### config.mk
export PLATFORM = sky130hd
export DESIGN_NAME = trail_iir_pipe
export DESIGN_NICKNAME = d
export VERILOG_FILES = /design/src/rtl/trail_iir_pipe.sv
export SDC_FILE = /design/constraint.sdc
export NUM_CORES = 1
export LEC_CHECK = 0
export BUFFER_PORTS_ARGS = -buffer_cell sky130_fd_sc_hd__buf_2
export CAP_MARGIN = 5
export CORE_UTILIZATION = 30
export CTS_CLUSTER_SIZE = 14
export DETAILED_ROUTE_END_ITERATION = 7
export PLACE_DENSITY = 0.5
export SETUP_SLACK_MARGIN = 0.15
export SYNTH_ARGS = -nofsm -noshare
export SYNTH_HDL_FRONTEND = slang
export SYNTH_SLANG_ARGS = --single-unit
### constraint.sdc
create_clock -name clk_in -period 5.9 [get_ports clk_in]
set_input_delay 0.295 -clock clk_in [delete_from_list [all_inputs] [get_ports clk_in]]
set_output_delay 0.295 -clock clk_in [all_outputs]
set_load 0.02 [all_outputs]
### src/rtl/trail_iir_pipe.sv
// Glow-trail IIR merge: 3-stage valid/ready pipeline, runtime decay and four blend modes.
// Optional frame statistics are built when TRAIL_IIR_STATS_EN is defined.
module trail_iir_pipe #(
    parameter int Y_BITS      = 4,
    parameter int CR_BITS     = 2,
    parameter int CB_BITS     = 2,
    parameter int COLOR_DEPTH = 8,
    parameter int COEF_BITS   = 8,
    parameter int COEF_RST    = 252,
    parameter int THRESHOLD   = 11
) (
    input  logic                   clk_in,
    input  logic                   rst_in,
    input  logic [COEF_BITS-1:0]   cfg_coef_in,
    input  logic [Y_BITS-1:0]      cfg_thresh_in,
    input  logic [1:0]             cfg_mode_in,
    input  logic                   valid_in,
    output logic                   ready_out,
    input  logic                   sof_in,
    input  logic [COLOR_DEPTH-1:0] history_in,
    input  logic [COLOR_DEPTH-1:0] camera_in,
    output logic                   valid_out,
    input  logic                   ready_in,
    output logic                   sof_out,
    output logic [COLOR_DEPTH-1:0] update_out
`ifdef TRAIL_IIR_STATS_EN
    ,
    output logic [31:0]            stat_count_out,
    output logic                   stat_valid_out
`endif
);
    localparam int C_BITS = CR_BITS + CB_BITS;
    localparam int P_BITS = Y_BITS + COEF_BITS;

    logic [COEF_BITS-1:0] coef_q;
    logic [Y_BITS-1:0]    thresh_q;
    logic [1:0]           mode_q;

    logic                 v1, sof1;
    logic [Y_BITS-1:0]    hy1, th1;
    logic [C_BITS-1:0]    hc1;
    logic [COLOR_DEPTH-1:0] cam1;
    logic [COEF_BITS-1:0] coef1;
    logic [1:0]           mode1;

    logic                 v2, sof2;
    logic [Y_BITS-1:0]    hy2, th2, yd2;
    logic [C_BITS-1:0]    hc2;
    logic [COLOR_DEPTH-1:0] cam2;
    logic [1:0]           mode2;

    logic adv1, adv2, adv3, take_in;

    assign adv3      = !valid_out || ready_in;
    assign adv2      = !v2 || adv3;
    assign adv1      = !v1 || adv2;
    assign ready_out = adv1;
    assign take_in   = valid_in && adv1;

    // Shadow config: loaded only by an accepted start-of-frame beat.
    always_ff @(posedge clk_in or negedge rst_in) begin
        if (!rst_in) begin
            coef_q   <= COEF_BITS'(COEF_RST);
            thresh_q <= Y_BITS'(THRESHOLD);
            mode_q   <= 2'd0;
        end else if (take_in && sof_in) begin
            coef_q   <= cfg_coef_in;
            thresh_q <= cfg_thresh_in;
            mode_q   <= cfg_mode_in;
        end
    end

    always_ff @(posedge clk_in or negedge rst_in) begin
        if (!rst_in) begin
            v1    <= 1'b0;
            sof1  <= 1'b0;
            hy1   <= '0;
            hc1   <= '0;
            cam1  <= '0;
            coef1 <= '0;
            th1   <= '0;
            mode1 <= 2'd0;
        end else if (adv1) begin
            v1    <= valid_in;
            sof1  <= valid_in && sof_in;
            hy1   <= history_in[COLOR_DEPTH-1 -: Y_BITS];
            hc1   <= history_in[C_BITS-1:0];
            cam1  <= camera_in;
            coef1 <= sof_in ? cfg_coef_in : coef_q;
            th1   <= sof_in ? cfg_thresh_in : thresh_q;
            mode1 <= sof_in ? cfg_mode_in : mode_q;
        end
    end

    logic [P_BITS-1:0] prod;
    assign prod = {{COEF_BITS{1'b0}}, hy1} * {{Y_BITS{1'b0}}, coef1};

    always_ff @(posedge clk_in or negedge rst_in) begin
        if (!rst_in) begin
            v2    <= 1'b0;
            sof2  <= 1'b0;
            hy2   <= '0;
            hc2   <= '0;
            cam2  <= '0;
            yd2   <= '0;
            th2   <= '0;
            mode2 <= 2'd0;
        end else if (adv2) begin
            v2    <= v1;
            sof2  <= v1 && sof1;
            hy2   <= hy1;
            hc2   <= hc1;
            cam2  <= cam1;
            yd2   <= prod[P_BITS-1:COEF_BITS];
            th2   <= th1;
            mode2 <= mode1;
        end
    end

    logic [Y_BITS-1:0]      cy, ysat;
    logic [Y_BITS:0]        ysum;
    logic                   cam_ge;
    logic [COLOR_DEPTH-1:0] blend;
    logic                   from_cam;

    assign cy     = cam2[COLOR_DEPTH-1 -: Y_BITS];
    assign cam_ge = cy >= yd2;
    assign ysum   = {1'b0, yd2} + {1'b0, cy};
    assign ysat   = ysum[Y_BITS] ? {Y_BITS{1'b1}} : ysum[Y_BITS-1:0];

    always_comb begin
        blend    = cam2;
        from_cam = 1'b1;
        case (mode2)
            2'd0: begin
                from_cam = !(hy2 > th2);
                blend    = from_cam ? cam2 : {yd2, hc2};
            end
            2'd1: begin
                from_cam = cam_ge;
                blend    = cam_ge ? cam2 : {yd2, hc2};
            end
            2'd2: begin
                from_cam = cam_ge;
                blend    = {ysat, cam_ge ? cam2[C_BITS-1:0] : hc2};
            end
            default: begin
                from_cam = 1'b1;
                blend    = cam2;
            end
        endcase
    end

    always_ff @(posedge clk_in or negedge rst_in) begin
        if (!rst_in) begin
            valid_out  <= 1'b0;
            sof_out    <= 1'b0;
            update_out <= '0;
        end else if (adv3) begin
            valid_out  <= v2;
            sof_out    <= v2 && sof2;
            update_out <= blend;
        end
    end

`ifdef TRAIL_IIR_STATS_EN
    logic        cam3;
    logic [31:0] cnt;
    logic        take_out;

    assign take_out = valid_out && ready_in;

    always_ff @(posedge clk_in or negedge rst_in) begin
        if (!rst_in) begin
            cam3           <= 1'b0;
            cnt            <= '0;
            stat_count_out <= '0;
            stat_valid_out <= 1'b0;
        end else begin
            stat_valid_out <= 1'b0;
            if (adv3)
                cam3 <= from_cam;
            if (take_out) begin
                if (sof_out) begin
                    stat_count_out <= cnt;
                    stat_valid_out <= 1'b1;
                    cnt            <= {31'd0, cam3};
                end else if (cam3 && cnt != '1) begin
                    cnt <= cnt + 32'd1;
                end
            end
        end
    end
`else
    logic unused_src;
    assign unused_src = from_cam;
`endif

endmodule
==> impl_metrics.csv, run 1 <==
group,metric,value,unit
status,status,"finished clean",
yosys,syn_avg_cell_area,10.2,um2
job,cap_violations,0,
clock_network,clk_latency,0.35,ns
finish,fin_cells,731,
setup_path,path_max_fanout,10,
timing,period_minus_slack,3.38,ns
yosys,yosysUniqueCellTypes,58,
clock_network,cts_tree,"built",
timing,hold_violations,0,
clock_network,numCtsBuffers,9,
setup_path,worst-path-stages,11,
floorplan,io-pin-count,46,
clock_network,cts_resized,0,
detailed_routing,drc,0,
floorplan,die-area,16700,um2
finish,fill_cells,1618,
setup_path,slowest_stage,"fa_1",
clock_network,root_buffer,"clkbuf_16",
place,hpwl,7.28,mm
floorplan,coreArea,15800,um2
global_routing,grt_max_degree,85,
timing,maxSlewViolCount,0,
clock_network,post_cts_buffers,0,
detailed_routing,drt-vias-per-instance,4.67,
clock_network,numClockSinks,84,
timing,fin_worst_skew,0.00767,ns
yosys,yosys_register_bits,84,
global_routing,use_met2,19.4,%
global_routing,first_global_vias,3359,
finish,final_common_cell,"dfrtp_1",
yosys,syn_area,4850,um2
finish,finalNetCount,583,
global_routing,grt_antenna_before_repair,0,
setup_path,endpoint,"yd2[1]$_DFFE_PN0P_",
setup_path,crit_chain,"and2_1 > fa_1 > inv_1 > fa_1 > inv_1 > ha_1 > and4_4 > a41oi_4 > a21oi_1 > a2111oi_0 > o22ai_1",
clock_network,cts_max_level,3,
yosys,synth_seq_area_share,43.6,%
floorplan,dieWidth,129,um
timing,setup_viol_count_final,0,
setup_path,crit_path_max_incr_delay,0.54,ns
finish,area_growth,14.6,%
finish,seqCellArea,2110,um2
finish,n_antenna_cell,0,
yosys,synth_async_sr_flop_share,100,%
yosys,synth_edf_count,0,
setup_path,startpoint,"hy1[3]$_DFFE_PN0N_",
yosys,syn_inst,474,
timing,timing.hold.ws,0.124,ns
setup_path,ff2ff_setup_slack,2.52,ns
place,place_inst,715,
setup_path,cp_data_required_time,6.10,ns
global_routing,busiest_layer,"met2",
worst_hold_path,hold_class,"in2async",
timing,final.setup.tns,0,ns
global_routing,grt_use_total,13.0,%
setup_path,path_buf_inv,2,
setup_path,path_delay_family,"adder cells",
finish,layout-drive-gt1-share,22.3,%
place,globalplace.congestion,0.837,
timing,rsz0062_at_grt,"no",
power,leakage,0.00260,uW
global_routing,grt_pass1_wl,16.9,mm
timing,maxSlewHeadroom,29.6,%
setup_path,regToRegStartpoint,"hy1[3]$_DFFE_PN0N_",
clock_network,clk_pin_slew,0.06,ns
finish,multi_input_area,2480,um2
power,ir_drop,0.000156,V
setup_path,crit_type,"reg2reg",
detailed_routing,postRouteWirelength,10.0,mm
finish,finish.utilization,35.1,%
setup_path,cp-start-kind,"register",
power,total_power,2150,uW
power,p_per_area,387,nW/um2
detailed_routing,drtIter0Drc,150,
place,portBuffers,45,
detailed_routing,wire_per_inst,13.7,um
setup_path,r2r_end,"yd2[1]$_DFFE_PN0P_",
timing,post-route-period-util,57.2,%
finish,layout_common_cells,"75 x dfrtp_1, 72 x nand2_1, 44 x buf_2",
global_routing,gr-usage-met1,18.0,%
floorplan,rows,46,
clock_network,cts_max_path_buffers,2,
floorplan,die_y,129,um
setup_path,reg2reg_depth,11,
setup_path,arrival,3.58,ns
detailed_routing,ant_nets,0,
yosys,ys_warn_count,0,
detailed_routing,via_count,3412,
timing,worst_pin_slew,1.06,ns
detailed_routing,dr.pass1.iters,7,
global_routing,gr-usage-met3,3.59,%
clock_network,cts_hold_buf,0,
floorplan,start_util,30.6,%
timing,fmax,0.296,GHz
yosys,synth_nets,547,
setup_path,crit_path_end_kind,"register",
yosys,yosys_most_used_dff,"dfrtp_1",
global_routing,grt.overflow.total,0,
## sequential cells by signal (all words and copies together) (netlist names), 8 cells and up
register and flops:
cam1 8, update_out 8, coef1 8, coef_q 8, cam2 8
## per-stage QoR
step	instance area (um2)	setup slack, ns
floorplan	4850	2.71
CTS	5560	2.53
detailed placement	5250	2.54
finish	5560	2.52
global placement	5250	2.63
global route	5560	2.23
## cell type report
type                            count  area share, %
Multi-Input combinational cell    330           44.6
Sequential cell                    84           38.0
Tap cell                          216           4.86
Timing Repair Buffer               47           4.37
Clock buffer                       11           4.19
Inverter                           38           2.57
Clock inverter                      5           1.42
## cells by family (layout without fill, tap and decap cells)
kind of cell	after synthesis	in the layout	synth area share, %
compound gates	83	83	12.3
xor+xnor	1	1	0.181
fa+ha+maj	38	38	11.7
buf+inv	60	101	5.39
flops	84	84	43.6
mux	45	45	10.8
simple gates	163	163	16.1
## synthesized netlist by cell type, types with 3 or more instances
cell type   n  area share [%]
inv_1      38             2.9
a21oi_1    22             2.3
and2_1     16             2.1
clkbuf_1   10            0.77
mux2_4      9             2.8
nor3_1      3            0.31
nand3_1    15             1.5
nor2b_1     9             1.2
mux2i_1    15             3.1
buf_6       4            0.93
nor2_1     26             2.0
buf_2       5            0.52
fa_1       12             5.0
o211ai_1   11             1.7
dfstp_2     9             4.9
nand2_1    73             5.7
a311oi_1    4            0.72
ha_1       26             6.7
dfrtp_1    75              39
buf_1       3            0.23
nand3b_1    4            0.62
nand2b_1    5            0.64
a211oi_1    4            0.62
o21ai_0    13             1.3
o2bb2ai_1   4            0.72
mux2_2     21             4.9
## report_power, final
part | internal [uW] | switching (uW) | leakage, uW
combinational | 320 | 425 | 0.00147
clock | 370 | 229 | 0.000153
sequential | 701 | 104 | 0.000979
total | 1390 | 758 | 0.00260
## worst min-delay path by stage
stage / depth (start not counted) / to / startpoint
detailed placement: 2 / hc2[2]$_DFFE_PN0P_ / hc1[2]$_DFFE_PN0N_
finish: 1 / hc1[2]$_DFFE_PN0N_ / rst_in
floorplan: 0 / cam1[0]$_DFFE_PN0N_ / rst_in
global placement: 2 / cam2[1]$_DFFE_PN0P_ / cam1[1]$_DFFE_PN0N_
CTS: 2 / hy1[0]$_DFFE_PN0N_ / history_in[4]
global route: 2 / hy1[0]$_DFFE_PN0N_ / history_in[4]
## layer usage
metal  vias up  wire length, um
li1       1694                -
met1      1639             4940
met2        68             4400
met3        11              501
met4         0              157
met5         -                0
No activity file was read; power rests on OpenSTA's default activity.
==> run 2, diff against run 1 <==
==> constraint.sdc (replaced) <==
create_clock -name clk_in -period 3.11 [get_ports clk_in]
set_input_delay 0.1555 -clock clk_in [delete_from_list [all_inputs] [get_ports clk_in]]
set_output_delay 0.1555 -clock clk_in [all_outputs]
set_load 0.02 [all_outputs]
==> impl_metrics.csv, run 2 (synthesis results as in run 1) <==
group,metric,value,unit
setup_path,path_max_fanout,5,
timing,worst_pin_slew,1.06,ns
finish,seqCellArea,2110,um2
timing,setup_slack,0.0783,ns
finish,multi_input_area,2540,um2
job,cap_violations,0,
detailed_routing,ant_nets,0,
floorplan,die-area,16700,um2
detailed_routing,dr.pass1.iters,4,
detailed_routing,via_count,3496,
place,globalplace.congestion,0.833,
floorplan,coreArea,15800,um2
global_routing,grt_max_degree,85,
clock_network,numClockSinks,84,
timing,fin_worst_skew,0.00618,ns
timing,fmax,0.330,GHz
timing,setup_viol_count_final,0,
power,p_per_area,716,nW/um2
setup_path,cp_data_required_time,3.37,ns
finish,fill_cells,1614,
global_routing,grt.overflow.total,0,
worst_hold_path,hold_class,"in2async",
place,portBuffers,45,
clock_network,cts_max_level,3,
clock_network,cts_tree,"built",
timing,post-route-period-util,97.5,%
power,ir_drop,0.000233,V
finish,layout-drive-gt1-share,26.7,%
clock_network,cts_max_path_buffers,2,
detailed_routing,postRouteWirelength,10.3,mm
global_routing,grt_pass1_wl,17.7,mm
floorplan,io-pin-count,46,
detailed_routing,drc,0,
setup_path,crit_type,"reg2reg",
timing,rsz0062_at_grt,"yes",
timing,maxSlewViolCount,0,
timing,maxSlewHeadroom,29.6,%
finish,layout_common_cells,"74 x dfrtp_1, 72 x nand2_1, 44 x buf_2",
setup_path,regToRegStartpoint,"coef1[3]$_DFFE_PN0N_",
clock_network,clk_latency,0.34,ns
place,hpwl,7.45,mm
finish,finish.utilization,36.0,%
global_routing,grt_antenna_before_repair,0,
global_routing,grt_use_total,13.6,%
finish,finalNetCount,597,
floorplan,rows,46,
global_routing,first_global_vias,3491,
clock_network,cts_hold_buf,0,
detailed_routing,drtIter0Drc,134,
clock_network,clk_pin_slew,0.06,ns
floorplan,dieWidth,129,um
clock_network,numCtsBuffers,9,
floorplan,die_y,129,um
power,leakage,0.00266,uW
clock_network,root_buffer,"clkbuf_16",
setup_path,r2r_end,"yd2[2]$_DFFE_PN0P_",
setup_path,crit_path_end_kind,"register",
setup_path,cp-start-kind,"register",
detailed_routing,wire_per_inst,13.9,um
setup_path,reg2reg_depth,11,
timing,hold_violations,0,
finish,area_growth,17.4,%
timing,period_minus_slack,3.03,ns
place,dp_slack,0.0289,ns
floorplan,start_util,30.6,%
status,status,"finished clean",
detailed_routing,drt-vias-per-instance,4.69,
finish,n_antenna_cell,0,
finish,final_common_cell,"dfrtp_1",
setup_path,arrival,3.29,ns
setup_path,ff2ff_setup_slack,0.08,ns
==> run 2: routing by layer <==
layer  GRT usage, %  vias to the layer above  share of wire, %  wire [um]
li1               -                     1724                 -          -
met1           19.0                     1721                50       5150
met2           20.8                       41                46       4780
met3           2.52                       10               2.3        238
met4           5.74                        0               1.5        159
met5              0                        -                 0          0
==> run 2: worst max path at each step <==
stage | end | slack (ns) | start
4_1_cts | yd2[2]$_DFFE_PN0P_ | 0.07 | coef1[4]$_DFFE_PN0N_
3_5_place_dp | yd2[2]$_DFFE_PN0P_ | 0.03 | coef1[4]$_DFFE_PN0N_
6_report | yd2[2]$_DFFE_PN0P_ | 0.08 | coef1[3]$_DFFE_PN0N_
3_3_place_gp | yd2[2]$_DFFE_PN0P_ | 0.04 | coef1[4]$_DFFE_PN0N_
2_1_floorplan | yd2[2]$_DFFE_PN0P_ | 0.08 | hy1[2]$_DFFE_PN0N_
5_1_grt | yd2[2]$_DFFE_PN0P_ | -0.07 | coef1[4]$_DFFE_PN0N_
==> run 2: what timing repair did <==
item	CTS	global route
cloned	0	0
pin swaps	4	0
endpoints found under the setup margin	3	4
buffers inserted	1	1
resized for setup	8	1
==> run 2: through the flow <==
| step | total power, uW | cells | TNS, ns | area [um2] | hold WS, ns |
|---|---|---|---|---|---|
| 2_1_floorplan | 2610 | 474 | 0 | 4890 | -0.140 |
| 3_3_place_gp | 2990 | 727 | 0 | 5360 | 0.377 |
| 3_5_place_dp | 3030 | 727 | 0 | 5360 | 0.383 |
| 4_1_cts | 4130 | 744 | 0 | 5690 | 0.0183 |
| 5_1_grt | 4420 | 745 | -0.118 | 5700 | 0.0222 |
| 6_report | 4080 | 745 | 0 | 5700 | 0.00526 |
==> run 2: critical path, cell delays in order (launching register included) <==
cell,delay (ns)
dfrtp_1,0.42
and2_4,0.18
fa_1,0.49
inv_1,0.05
fa_1,0.49
inv_2,0.05
ha_4,0.26
and4_4,0.20
a41oi_4,0.09
a211o_1,0.33
and4_4,0.17
o31ai_2,0.21
==> run 2: power breakdown <==
group | switching, uW | leakage, uW | internal, uW
combinational | 867 | 0.00155 | 696
sequential | 181 | 0.000978 | 1330
clock | 442 | 0.000132 | 564
==> run 2: layout make-up <==
cell class,instances,area share [%]
clock buffer,11,4.26
tap,216,4.75
sequential,84,37.1
inverter,38,2.50
timing repair buffer,61,6.11
clock inverter,5,0.659
multi-input combinational,330,44.6
